### src/rtl/fetch_unit.sv
// rtl/fetch_unit.sv - RV32I instruction-fetch stage: owns the PC, fetches one word per retirement.
// RESET_PC must be 4-byte aligned; the first fetch is not alignment-checked.
module fetch_unit #(
    parameter logic [31:0] RESET_PC = 32'h0000_0000
) (
    input  logic        clk,
    input  logic        rst_n,
    input  logic        next_pc_sel,
    input  logic [31:0] jb_pc,
    input  logic        core_ready,
    output logic        imem_req_valid,
    output logic [31:0] imem_req_addr,
    input  logic        imem_req_ready,
    input  logic        imem_resp_valid,
    input  logic [31:0] imem_resp_data,
    output logic [31:0] inst,
    output logic [31:0] pc,
    output logic        inst_valid,
    output logic        misalign_err,
    output logic [31:0] instret
);

    typedef enum logic [2:0] {
        S_IDLE,
        S_REQ,
        S_WAIT,
        S_HOLD,
        S_ERR
    } state_t;

    state_t      r_state;
    logic [31:0] r_pc;
    logic [31:0] r_inst;
    logic [31:0] r_instret;

    logic [31:0] w_pc_plus4;
    logic [31:0] w_target;

    // Bit 0 of the jump target is dropped as JALR requires; bit 1 set means misaligned.
    assign w_pc_plus4 = r_pc + 32'd4;
    assign w_target   = next_pc_sel ? w_pc_plus4 : (jb_pc & ~32'd1);

    always_ff @(posedge clk) begin
        if (!rst_n) begin
            r_state   <= S_IDLE;
            r_pc      <= RESET_PC;
            r_inst    <= 32'h0000_0013;
            r_instret <= 32'd0;
        end else begin
            case (r_state)
                S_IDLE: r_state <= S_REQ;
                S_REQ: begin
                    if (imem_req_ready) begin
                        r_state <= S_WAIT;
                    end
                end
                S_WAIT: begin
                    if (imem_resp_valid) begin
                        r_inst  <= imem_resp_data;
                        r_state <= S_HOLD;
                    end
                end
                S_HOLD: begin
                    if (core_ready) begin
                        r_instret <= r_instret + 32'd1;
                        if (w_target[1]) begin
                            r_state <= S_ERR;
                        end else begin
                            r_pc    <= w_target;
                            r_state <= S_REQ;
                        end
                    end
                end
                S_ERR:   r_state <= S_ERR;
                default: r_state <= S_IDLE;
            endcase
        end
    end

    // ERR is only left through reset, so decoding it gives the sticky error flag.
    assign imem_req_valid = (r_state == S_REQ);
    assign imem_req_addr  = r_pc;
    assign inst_valid     = (r_state == S_HOLD);
    assign misalign_err   = (r_state == S_ERR);
    assign inst           = r_inst;
    assign pc             = r_pc;
    assign instret        = r_instret;

endmodule

### config.mk
export PLATFORM = sky130hd
export DESIGN_NAME = fetch_unit
export DESIGN_NICKNAME = d
export VERILOG_FILES = /design/src/rtl/fetch_unit.sv
export SDC_FILE = /design/constraint.sdc
export NUM_CORES = 1
export LEC_CHECK = 0
export ABC_AREA = 1
export CAP_MARGIN = 0
export CELL_PAD_IN_SITES_DETAIL_PLACEMENT = 0
export CELL_PAD_IN_SITES_GLOBAL_PLACEMENT = 1
export CORE_UTILIZATION = 35
export DETAILED_ROUTE_END_ITERATION = 8
export DONT_BUFFER_PORTS = 1
export MAX_ROUTING_LAYER = met4
export PLACE_DENSITY_LB_ADDON = 0.2
export REMOVE_ABC_BUFFERS = 1
export SLEW_MARGIN = 20
export SYNTH_ARGS = -nofsm -noshare
export SYNTH_HDL_FRONTEND = slang
export SYNTH_SLANG_ARGS = --single-unit
### constraint.sdc
create_clock -name clk -period 2 [get_ports clk]
set_clock_uncertainty 0.05 [all_clocks]
set_input_delay 0.4 -clock clk [delete_from_list [all_inputs] [get_ports clk]]
set_output_delay 0.4 -clock clk [all_outputs]
set_load 0.05 [all_outputs]
=== Yosys cells after proc, flatten, opt, wreduce, memory -nomap -nowiden ===
Cells that the tools add are included.

* Bitwise gates (word level): 1
* Reductions and logical operators: 5
* Equality and inequality tests: 7
* Muxes and demuxes: 6
* Add/sub/neg operators: 2

{| class="wikitable"
|+ Operator list
! operator !! number
|-
| $add A32 B1 Y32 const B || 1
|-
| $add A32 B3 Y32 const B || 1
|-
| $mux W32 || 1
|-
| $pmux W3 S5 || 1
|-
| $mux W3 || 4
|-
| $eq A3 B2 Y1 const B || 2
|-
| $reduce_and A3 Y1 || 2
|-
| $ne A2 B2 Y1 const B || 2
|-
| $reduce_and A2 Y1 || 2
|-
| $eq A3 B1 Y1 const B || 1
|-
| $eq A3 B3 Y1 const B || 1
|-
| $logic_not A3 Y1 || 1
|-
| $ne A2 B1 Y1 const B || 1
|-
| $not A1 Y1 || 1
|}

* Bits of input ports: 70
* Output and inout port bits: 131
* Word-level logic and storage cells: 25
* Register bits: 98

=== Logic depth before layout (Yosys ltp) ===
Gate-level depths: netlist of run 1.

* Depth after elaboration: 5
* Depth in mapped cells: 11
* Gate-level depth less buffers: 10

=== Worst setup path before layout of run 1 ===
No wires, ideal clock.

* Path type: reg2reg
* From: register r_state[0]
* To: register r_state[1]
* Required time: 1.822 ns
* Period minus slack after synthesis: 2.295 ns
* Path buffers: 0
* Library setup time: 0.128 ns
* Setup slack: -0.295 ns
* Stages on the path, launching flop included: 8
* Data arrival time: 2.117 ns
* Path through: dfxtp_1 inv_1 nor3_1 inv_1 nor2_1 nor2_1 a21oi_1 nor2_1

* Word-level cells in the longest chain between the ends: 3
* Elaborated cells on any way between the ends: 10
* Those cells by class: 7 x eq/ne; 1 x mux; 2 x reduce/logical

{| class="wikitable"
|+ Ends and longest elaborated chain
! element !! RTL line !! source
|-
| start: declaration || 31 || <nowiki>state_t r_state;</nowiki>
|-
| start signal: assignment || 45 || <nowiki>r_state <= S_IDLE;</nowiki>
|-
| start signal: assignment || 51 || <nowiki>S_IDLE: r_state <= S_REQ;</nowiki>
|-
| start signal: assignment || 54 || <nowiki>r_state <= S_WAIT;</nowiki>
|-
| $eq A3 B1 Y1 * || n/a ||
|-
| named net imem_req_valid || 11 || <nowiki>output logic imem_req_valid,</nowiki>
|-
| $ne A2 B1 Y1 (no line) || n/a ||
|-
| $reduce_and A3 Y1 (no line) || n/a ||
|}

The timed path passes the listed nets; every way through them passes the cells marked *.
A chain may end at the register's enable or synchronous reset.

=== Worst setup path after layout of run 1 ===
* From: register r_state[1]
* To: register r_pc[6] (netlist: imem_req_addr[6])

* Word-level cells in the longest chain between the ends: 2

{| class="wikitable"
|+ Ends and longest elaborated chain
! element !! RTL line !! source
|-
| $eq A3 B2 Y1 || 50 || <nowiki>case (r_state)</nowiki>
|-
| $reduce_and A3 Y1 (no line) || n/a ||
|-
| end signal: assignment || 69 || <nowiki>r_pc <= w_target;</nowiki>
|-
| end: declaration || 32 || <nowiki>logic [31:0] r_pc;</nowiki>
|}

No other way between the ends.

==> PnR_summary.wiki, run 1 <==
{| class="wikitable"
! Metric !! Value
|-
| Largest stage delay on the critical path || 0.40 ns
|-
| Die X-Extent || 127.6 um
|-
| Final instance area || 0.006336 mm2
|-
| Critical Path End Type || register
|-
| Slowest stage cell, crit path || sky130_fd_sc_hd__dfxtp_1
|-
| Cell family contributing the most delay on the critical path || simple AND/OR/NAND/NOR gates
|-
| Post-route total power || 4.983 mW
|-
| Post-Place Cell Area || 0.005982 mm2
|-
| Share of synthesized area occupied by flip-flops and latches || 35.19%
|-
| Wire length of the first global-routing pass || 25480 um
|-
| Async set-or-reset flop fraction in the synthesized netlist || 0%
|-
| Largest vdd supply drop || 0.0004919 V
|-
| Category of the worst setup path launch point || register
|-
| Clock Power Share || 40.3%
|-
| Register clock-pin slew on the reported worst setup and hold paths || 0.07 ns
|-
| Instance count of the mapped netlist || 887
|-
| Routed WL || 15830 um
|-
| Share of layout cells above drive strength 1 || 12.53%
|-
| Flop pwr share || 48.0%
|-
| Register-to-register setup slack || 0.12 ns
|-
| Global Route Usage Sum || 20.38%
|-
| DRT iter0 DRCs || 272
|-
| Number of enable-type register cells in the synthesized netlist || 0
|-
| Area grow syn2layout || 14.83%
|-
| CTS buffer count || 9
|-
| Number of different library cells in the post-synthesis netlist || 39
|-
| Setup slack after layout || 0.1220 ns
|-
| # DRC || 0
|-
| Cells on Worst Hold Path || 2
|-
| Worst Hold End || instret[22]
|-
| Number of hold violations in the final report || 0
|-
| Number of buffers added to fix hold violations after cts || 0
|-
| Synthesized flop and latch total || 97
|-
| Num Clock Sinks || 97
|-
| Maximum number of pins on one net before global-route repair || 58
|-
| Final weighted congestion in routability-driven placement || 0.8421
|-
| Number of primary I/O pins || 201
|-
| Internal || 3.419 mW
|-
| Leftover overflow at the end of global routing || 0
|-
| Summed instance area of the synthesized netlist || 0.005518 mm2
|-
| Reg-to-reg endpoint || imem_req_addr[6]
|-
| Post-route non-filler standard cell count || 1129
|-
| Antenna violations before repair || 0
|-
| Most instantiated flip-flop cell in the synthesis netlist || sky130_fd_sc_hd__dfxtp_1
|-
| Clk root buf || sky130_fd_sc_hd__clkbuf_16
|-
| Setup total negative slack || 0 ns
|-
| Antenna Violating Nets Remaining || 0
|-
| Switching part of the total power || 31.39%
|-
| Maximum achievable frequency || 0.5325 GHz
|-
| CP dominant cell by count || sky130_fd_sc_hd__nor2_4
|-
| Slew margin rel. || 36.65%
|-
| Drt via density || 4.960
|-
| Cells along the critical path || inv_2 > nor2_4 > nand2_1 > nor2_4 > buf_4 > o21ai_0 > a221oi_1
|-
| Min-Delay Path Class || in2reg
|-
| Worst endpoint required time || 2.20 ns
|-
| Transition time of the tightest slew-check pin || 0.9492 ns
|-
| Row cnt || 45
|-
| Sw Pwr || 1.564 mW
|-
| Static leakage || 2.411 nW
|-
| Number of buffers and inverters on the critical path || 2
|-
| Cells on worst reg2reg path || 7
|-
| Relative contribution of combinational cells to total power || 11.7%
|-
| Filler cell count || 1647
|-
| Port Buffers || 0
|-
| Placed Cells incl. Taps || 1113
|-
| Net total in the final layout || 985
|-
| Half-perimeter wire length after placement || 11850 um
|-
| Max-Cap Viols || 0
|-
| Unrepaired setup endpoints after global routing || yes
|-
| Area of the die || 0.01627 mm2
|-
| Type of the setup path with the least slack || reg2reg
|-
| Synth Warn # || 0
|-
| Post-synthesis average cell area || 6.221 um2
|-
| Core utilization of the finished layout || 41.37%
|-
| Final setup violation count || 0
|-
| Max clock buf depth || 2
|-
| Final critical path time including I/O delays and setup || 1.878 ns
|-
| Result of the run || finished, final reports clean
|-
| Clock insertion delay at the later pin of the skew report || 0.35 ns
|-
| Number of global-route vias before repair || 5236
|-
| Reg-to-reg startpoint || r_state[1]
|-
| Maximum fanout encountered on the critical timing path || 18
|-
| Data arrival time of the worst path || 2.07 ns
|-
| Period utilization || 93.90%
|-
| Slew Viols, Final || 0
|-
| Pre-CTS setup slack || 0.1831 ns
|-
| Initial cell density of the core || 36.03%
|-
| Number of H-tree branching levels || 3
|-
| Initial DRT Pass Iterations || 5
|-
| CTS tree || built
|-
| Core footprint || 0.01531 mm2
|-
| Inserted Diodes || 0
|-
| DR WL/cell || 14.02 um
|-
| Source of the worst hold timing path || rst_n
|-
| Worst Hold Margin || 0.1213 ns
|-
| Chip Height || 127.6 um
|-
| Cell Pwr Density || 786.5 mW/mm2
|-
| Vias || 5600
|}
==> power by group through the flow <==
| stage | logic, mW | registers, mW | clock network [mW] |
|---|---|---|---|
| floorplan | 0.326 | 2.53 | 0 |
| global placement | 0.565 | 2.43 | 0 |
| detailed placement | 0.584 | 2.43 | 0 |
| CTS | 0.583 | 2.39 | 2.08 |
| global route | 0.644 | 2.40 | 2.15 |
| finish | 0.581 | 2.39 | 2.01 |
==> flip-flops by register name, summed over array words and instances (netlist names) <==
name,count
inst,32
instret,32
imem_req_addr,30
r_state,3
==> kinds of logic after synthesis <==
logic type	share of synthesized area [%]
flops	35.19
fa+ha+maj	0.4534
xor+xnor	0.3175
buf+inv	11.84
other cells	0.06796
compound gates	12.22
simple gates	39.91
==> cells in the final DEF, fill, tap and decap left out, types with 2 or more instances in the layout <==
cell | netlist | layout
sky130_fd_sc_hd__a21oi_1 | 52 | 52
sky130_fd_sc_hd__a221oi_1 | 2 | 2
sky130_fd_sc_hd__a31oi_1 | 3 | 3
sky130_fd_sc_hd__buf_4 | 34 | 74
sky130_fd_sc_hd__bufinv_16 | 0 | 3
sky130_fd_sc_hd__clkbuf_16 | 0 | 9
sky130_fd_sc_hd__clkinvlp_4 | 0 | 3
sky130_fd_sc_hd__conb_1 | 1 | 4
sky130_fd_sc_hd__dfxtp_1 | 97 | 97
sky130_fd_sc_hd__ha_1 | 2 | 2
sky130_fd_sc_hd__inv_1 | 64 | 63
sky130_fd_sc_hd__inv_2 | 3 | 2
sky130_fd_sc_hd__nand2_1 | 243 | 243
sky130_fd_sc_hd__nand3_1 | 45 | 45
sky130_fd_sc_hd__nand3_2 | 3 | 3
sky130_fd_sc_hd__nand3b_1 | 7 | 7
sky130_fd_sc_hd__nand4_1 | 10 | 10
sky130_fd_sc_hd__nor2_1 | 189 | 189
sky130_fd_sc_hd__nor2_2 | 8 | 7
sky130_fd_sc_hd__nor2_4 | 2 | 3
sky130_fd_sc_hd__nor3_1 | 8 | 6
sky130_fd_sc_hd__nor3_2 | 0 | 2
sky130_fd_sc_hd__nor4_1 | 2 | 2
sky130_fd_sc_hd__o21a_1 | 2 | 2
sky130_fd_sc_hd__o21ai_0 | 64 | 64
sky130_fd_sc_hd__o31ai_1 | 2 | 2
sky130_fd_sc_hd__or2_0 | 2 | 2
sky130_fd_sc_hd__xor2_1 | 2 | 2
==> layout make-up <==
| type | count | area (um2) | area share [%] |
|---|---|---|---|
| Clock buffer | 10 | 229.0 | 3.614 |
| Clock inverter | 6 | 113.9 | 1.797 |
| Inverter | 68 | 262.8 | 4.147 |
| Multi-Input combinational cell | 662 | 2949 | 46.54 |
| Sequential cell | 97 | 1942 | 30.65 |
| Tap cell | 211 | 264.0 | 4.167 |
| Timing Repair Buffer | 75 | 575.6 | 9.084 |
==> synthesized netlist by cell type, types with 3 or more instances <==
cell	count	area share [%]
sky130_fd_sc_hd__clkbuf_1	17	1.2
sky130_fd_sc_hd__dfxtp_1	97	35
sky130_fd_sc_hd__nor2_1	189	13
sky130_fd_sc_hd__a21oi_1	52	4.7
sky130_fd_sc_hd__nand4_1	10	1.1
sky130_fd_sc_hd__nor2_2	8	0.91
sky130_fd_sc_hd__buf_6	3	0.61
sky130_fd_sc_hd__nand2_1	243	17
sky130_fd_sc_hd__nand3_1	45	4.1
sky130_fd_sc_hd__nor3_1	8	0.73
sky130_fd_sc_hd__inv_1	64	4.4
sky130_fd_sc_hd__nand3_2	3	0.54
sky130_fd_sc_hd__buf_2	8	0.73
sky130_fd_sc_hd__o21ai_0	64	5.8
sky130_fd_sc_hd__buf_4	34	4.6
sky130_fd_sc_hd__inv_2	3	0.20
sky130_fd_sc_hd__nand3b_1	7	0.95
sky130_fd_sc_hd__a31oi_1	3	0.34
==> worst max path at each step <==
stage	slack, ns	cells past startpoint	to	from
2_1_floorplan	-0.43	7	inst[10]	r_state[1]
3_3_place_gp	0.22	8	instret[22]	instret[0]
3_5_place_dp	0.18	9	instret[22]	r_state[1]
4_1_cts	0.03	4	inst_valid	r_state[1]
5_1_grt	-0.05	7	imem_req_addr[6]	r_state[1]
6_report	0.12	7	imem_req_addr[6]	r_state[1]
==> per-layer routing <==
layer  part of all wire [%]  global-route usage [%]  up-vias
met4                    1.5                   7.913        0
met3                    7.1                   4.439       14
met5                      0                       -        -
met1                     46                   24.90     2552
li1                       -                       -     2845
met2                     46                   32.72      189
==> timing repair <==
item,in CTS,in global routing
buffers inserted,0,0
endpoints found under the setup margin,0,7
gates resized for setup,0,4
Power figures use the tool's default switching activity.
==> run 2: changes to the inputs <==
CTS_CLUSTER_SIZE = 12   (was unset)
==> results of run 2 <==
The final DEF is identical to that of run 1; final timing and power are the same.
==> run 3: changes to the inputs <==
clock period = 1.95 ns   (was 2 ns; I/O delays follow)
==> run 3 against run 2 <==
Compared with the run above:
- combinational power is 2% higher
- sequential power is 3% higher
- count of clock-buffer cells in the layout is 1 lower
- routed wire length hardly changed
- first-iteration DRC count is 13% higher
- power is 4.0% lower
- critical endpoint is now inst_valid
- largest cell class unchanged
- largest power group unchanged
- highest routed layer unchanged
==> PnR_summary.wiki, run 3 (synthesized netlist as in run 1, its figures left out) <==
{| class="wikitable"
! Metric !! Value
|-
| Area of the die || 0.01627 mm2 (unchanged)
|-
| Type of the setup path with the least slack || reg2out
|-
| Setup slack after layout || 0.09209 ns (-0.02994 ns)
|-
| Drt via density || 4.904 (-1.1%)
|-
| Number of buffers and inverters on the critical path || 2 (unchanged)
|-
| Global-route met1 utilization || 26.29% (+1.4 points)
|-
| Static leakage || 2.399 nW (-0.48%)
|-
| Unrepaired setup endpoints after global routing || no
|-
| Global Route Usage Sum || 20.88% (+0.50 points)
|-
| Share of layout cells above drive strength 1 || 12.73% (+0.20 points)
|-
| Number of buffers added to fix hold violations after cts || 0 (unchanged)
|-
| Half-perimeter wire length after placement || 11800 um (-0.44%)
|-
| DRT iter0 DRCs || 307 (+13%)
|-
| CTS buffer count || 9 (unchanged)
|-
| Final critical path time including I/O delays and setup || 1.858 ns
|-
| Clock insertion delay at the later pin of the skew report || 0.35 ns (about the same)
|-
| Post-route total power || 4.786 mW (-4.0%)
|-
| Most common cell after layout, fill and taps aside || sky130_fd_sc_hd__nand2_1
|-
| Number of hold violations in the final report || 0 (unchanged)
|-
| Num Clock Sinks || 97 (unchanged)
|-
| Vias || 5541 (-1.1%)
|-
| Inserted Diodes || 0 (unchanged)
|-
| Antenna violations before repair || 0 (unchanged)
|-
| Initial DRT Pass Iterations || 5 (unchanged)
|-
| Clk root buf || sky130_fd_sc_hd__clkbuf_16
|-
| Routed WL || 15850 um (about the same)
|-
| Largest vdd supply drop || 0.0005286 V (+7.5%)
|-
| Post-route non-filler standard cell count || 1130 (+0.089%)
|-
| Net total in the final layout || 986 (+0.10%)
|-
| Leftover overflow at the end of global routing || 0 (unchanged)
|-
| Cells along the critical path || inv_2 > nor2_4 > nand2_1 > clkinvlp_4
|-
| Cell family contributing the most delay on the critical path || flip-flops
|-
| Maximum achievable frequency || 0.5382 GHz
|-
| GRT Max-Usage Layer || met2
|-
| Min-Delay Path Class || in2reg
|-
| Data arrival time of the worst path || 1.42 ns (-0.65 ns)
|-
| Pre-CTS setup slack || 0.1393 ns (-0.04376 ns)
|-
| Worst Hold Margin || 0.1064 ns (-0.01482 ns)
|-
| Slew Viols, Final || 0 (unchanged)
|-
| Worst endpoint required time || 1.51 ns (-0.69 ns)
|-
| Critical Path End Type || output port
|-
| Number of H-tree branching levels || 3 (unchanged)
|-
| Transition time of the tightest slew-check pin || 0.9396 ns (-0.009610 ns)
|-
| Number of primary I/O pins || 201 (unchanged)
|-
| DR WL/cell || 14.02 um (about the same)
|-
| Setup total negative slack || 0 ns (unchanged)
|-
| Global routing met3 resource utilization || 4.481% (+0.042 points)
|-
| Number of global-route vias before repair || 5330 (+1.8%)
|-
| Chip Height || 127.6 um (unchanged)
|-
| Number of resized instances in the post-cts repair step || 1 (+1)
|-
| Initial cell density of the core || 36.03% (unchanged)
|-
| Register clock-pin slew on the reported worst setup and hold paths || 0.07 ns (about the same)
|-
| Slowest stage cell, crit path || sky130_fd_sc_hd__dfxtp_1
|-
| Wire length of the first global-routing pass || 26260 um (+3.1%)
|-
| Category of the worst setup path launch point || register
|-
| Final weighted congestion in routability-driven placement || 0.8314 (-1.3%)
|-
| Max-Cap Viols || 0 (unchanged)
|-
| Row cnt || 45 (unchanged)
|-
| # DRC || 0 (unchanged)
|-
| Die X-Extent || 127.6 um (unchanged)
|-
| Filler cell count || 1639 (-0.49%)
|-
| Core utilization of the finished layout || 41.06% (-0.31 points)
|-
| Final setup violation count || 0 (unchanged)
|-
| Register-to-register setup slack || 0.18 ns (+0.06 ns)
|-
| Cell Pwr Density || 761.0 mW/mm2 (-3.2%)
|-
| Result of the run || finished, final reports clean
|-
| Slew margin rel. || 37.29% (+0.64 points)
|-
| Maximum fanout encountered on the critical timing path || 5 (-13)
|-
| Antenna Violating Nets Remaining || 0 (unchanged)
|-
| Largest stage delay on the critical path || 0.40 ns (about the same)
|-
| Post-CTS repair timing setup buffer count || 0 (unchanged)
|-
| Post-Place Cell Area || 0.005989 mm2 (+0.13%)
|-
| Placed Cells incl. Taps || 1114 (+0.090%)
|-
| Max clock buf depth || 2 (unchanged)
|-
| Final instance area || 0.006289 mm2 (-0.75%)
|-
| Commonest non-fill, non-tap cells in the layout || sky130_fd_sc_hd__nand2_1, sky130_fd_sc_hd__nor2_1, sky130_fd_sc_hd__dfxtp_1, sky130_fd_sc_hd__buf_4, sky130_fd_sc_hd__o21ai_0
|-
| CTS tree || built
|-
| Period utilization || 95.28%
|-
| Met2 usage in global routing || 33.24% (+0.51 points)
|-
| Port Buffers || 0 (unchanged)
|-
| Core footprint || 0.01531 mm2 (unchanged)
|-
| Area grow syn2layout || 13.97%
|-
| Maximum number of pins on one net before global-route repair || 58 (unchanged)
|}
## run 3: final cells by class
cell class	instances	area [um2]	area share, %
clock inverters	7	65.06	1.035
flip-flops and latches	97	1942	30.88
well taps	211	264.0	4.198
repair buffers	76	583.1	9.272
inverters	68	260.3	4.138
multi-input cells	662	2949	46.90
clock buffers	9	225.2	3.581
## run 3: power by group
group | leakage (nW) | total, mW | internal (mW) | switching, mW
Combinational | 1.47 | 0.594 | 0.158 | 0.436
Sequential | 0.784 | 2.45 | 2.09 | 0.364
Clock | 0.143 | 1.74 | 0.891 | 0.848
Total | 2.40 | 4.79 | 3.14 | 1.65
## run 3: layer usage
metal,vias up,part of all wire (%)
met4,0,1.1
met5,-,0
met2,193,46
met1,2489,47
met3,11,6.7
li1,2848,-
## run 3: path summary, 6_finish.rpt
check	start	to	cells after the start
setup reg to reg	r_state[0]	inst[2]	6
hold reg to reg	instret[29]	instret[29]	2
hold / removal	rst_n	instret[31]	2
setup / recovery	r_state[1]	inst_valid	4
## run 3: worst reg2reg max path, stage by stage (launching register included)
cell,delay [ns]
sky130_fd_sc_hd__dfxtp_1,0.43
sky130_fd_sc_hd__inv_1,0.13
sky130_fd_sc_hd__nand2_1,0.10
sky130_fd_sc_hd__nor2_1,0.05
sky130_fd_sc_hd__inv_1,0.68
sky130_fd_sc_hd__nor2_1,0.14
sky130_fd_sc_hd__nor2_1,0.13
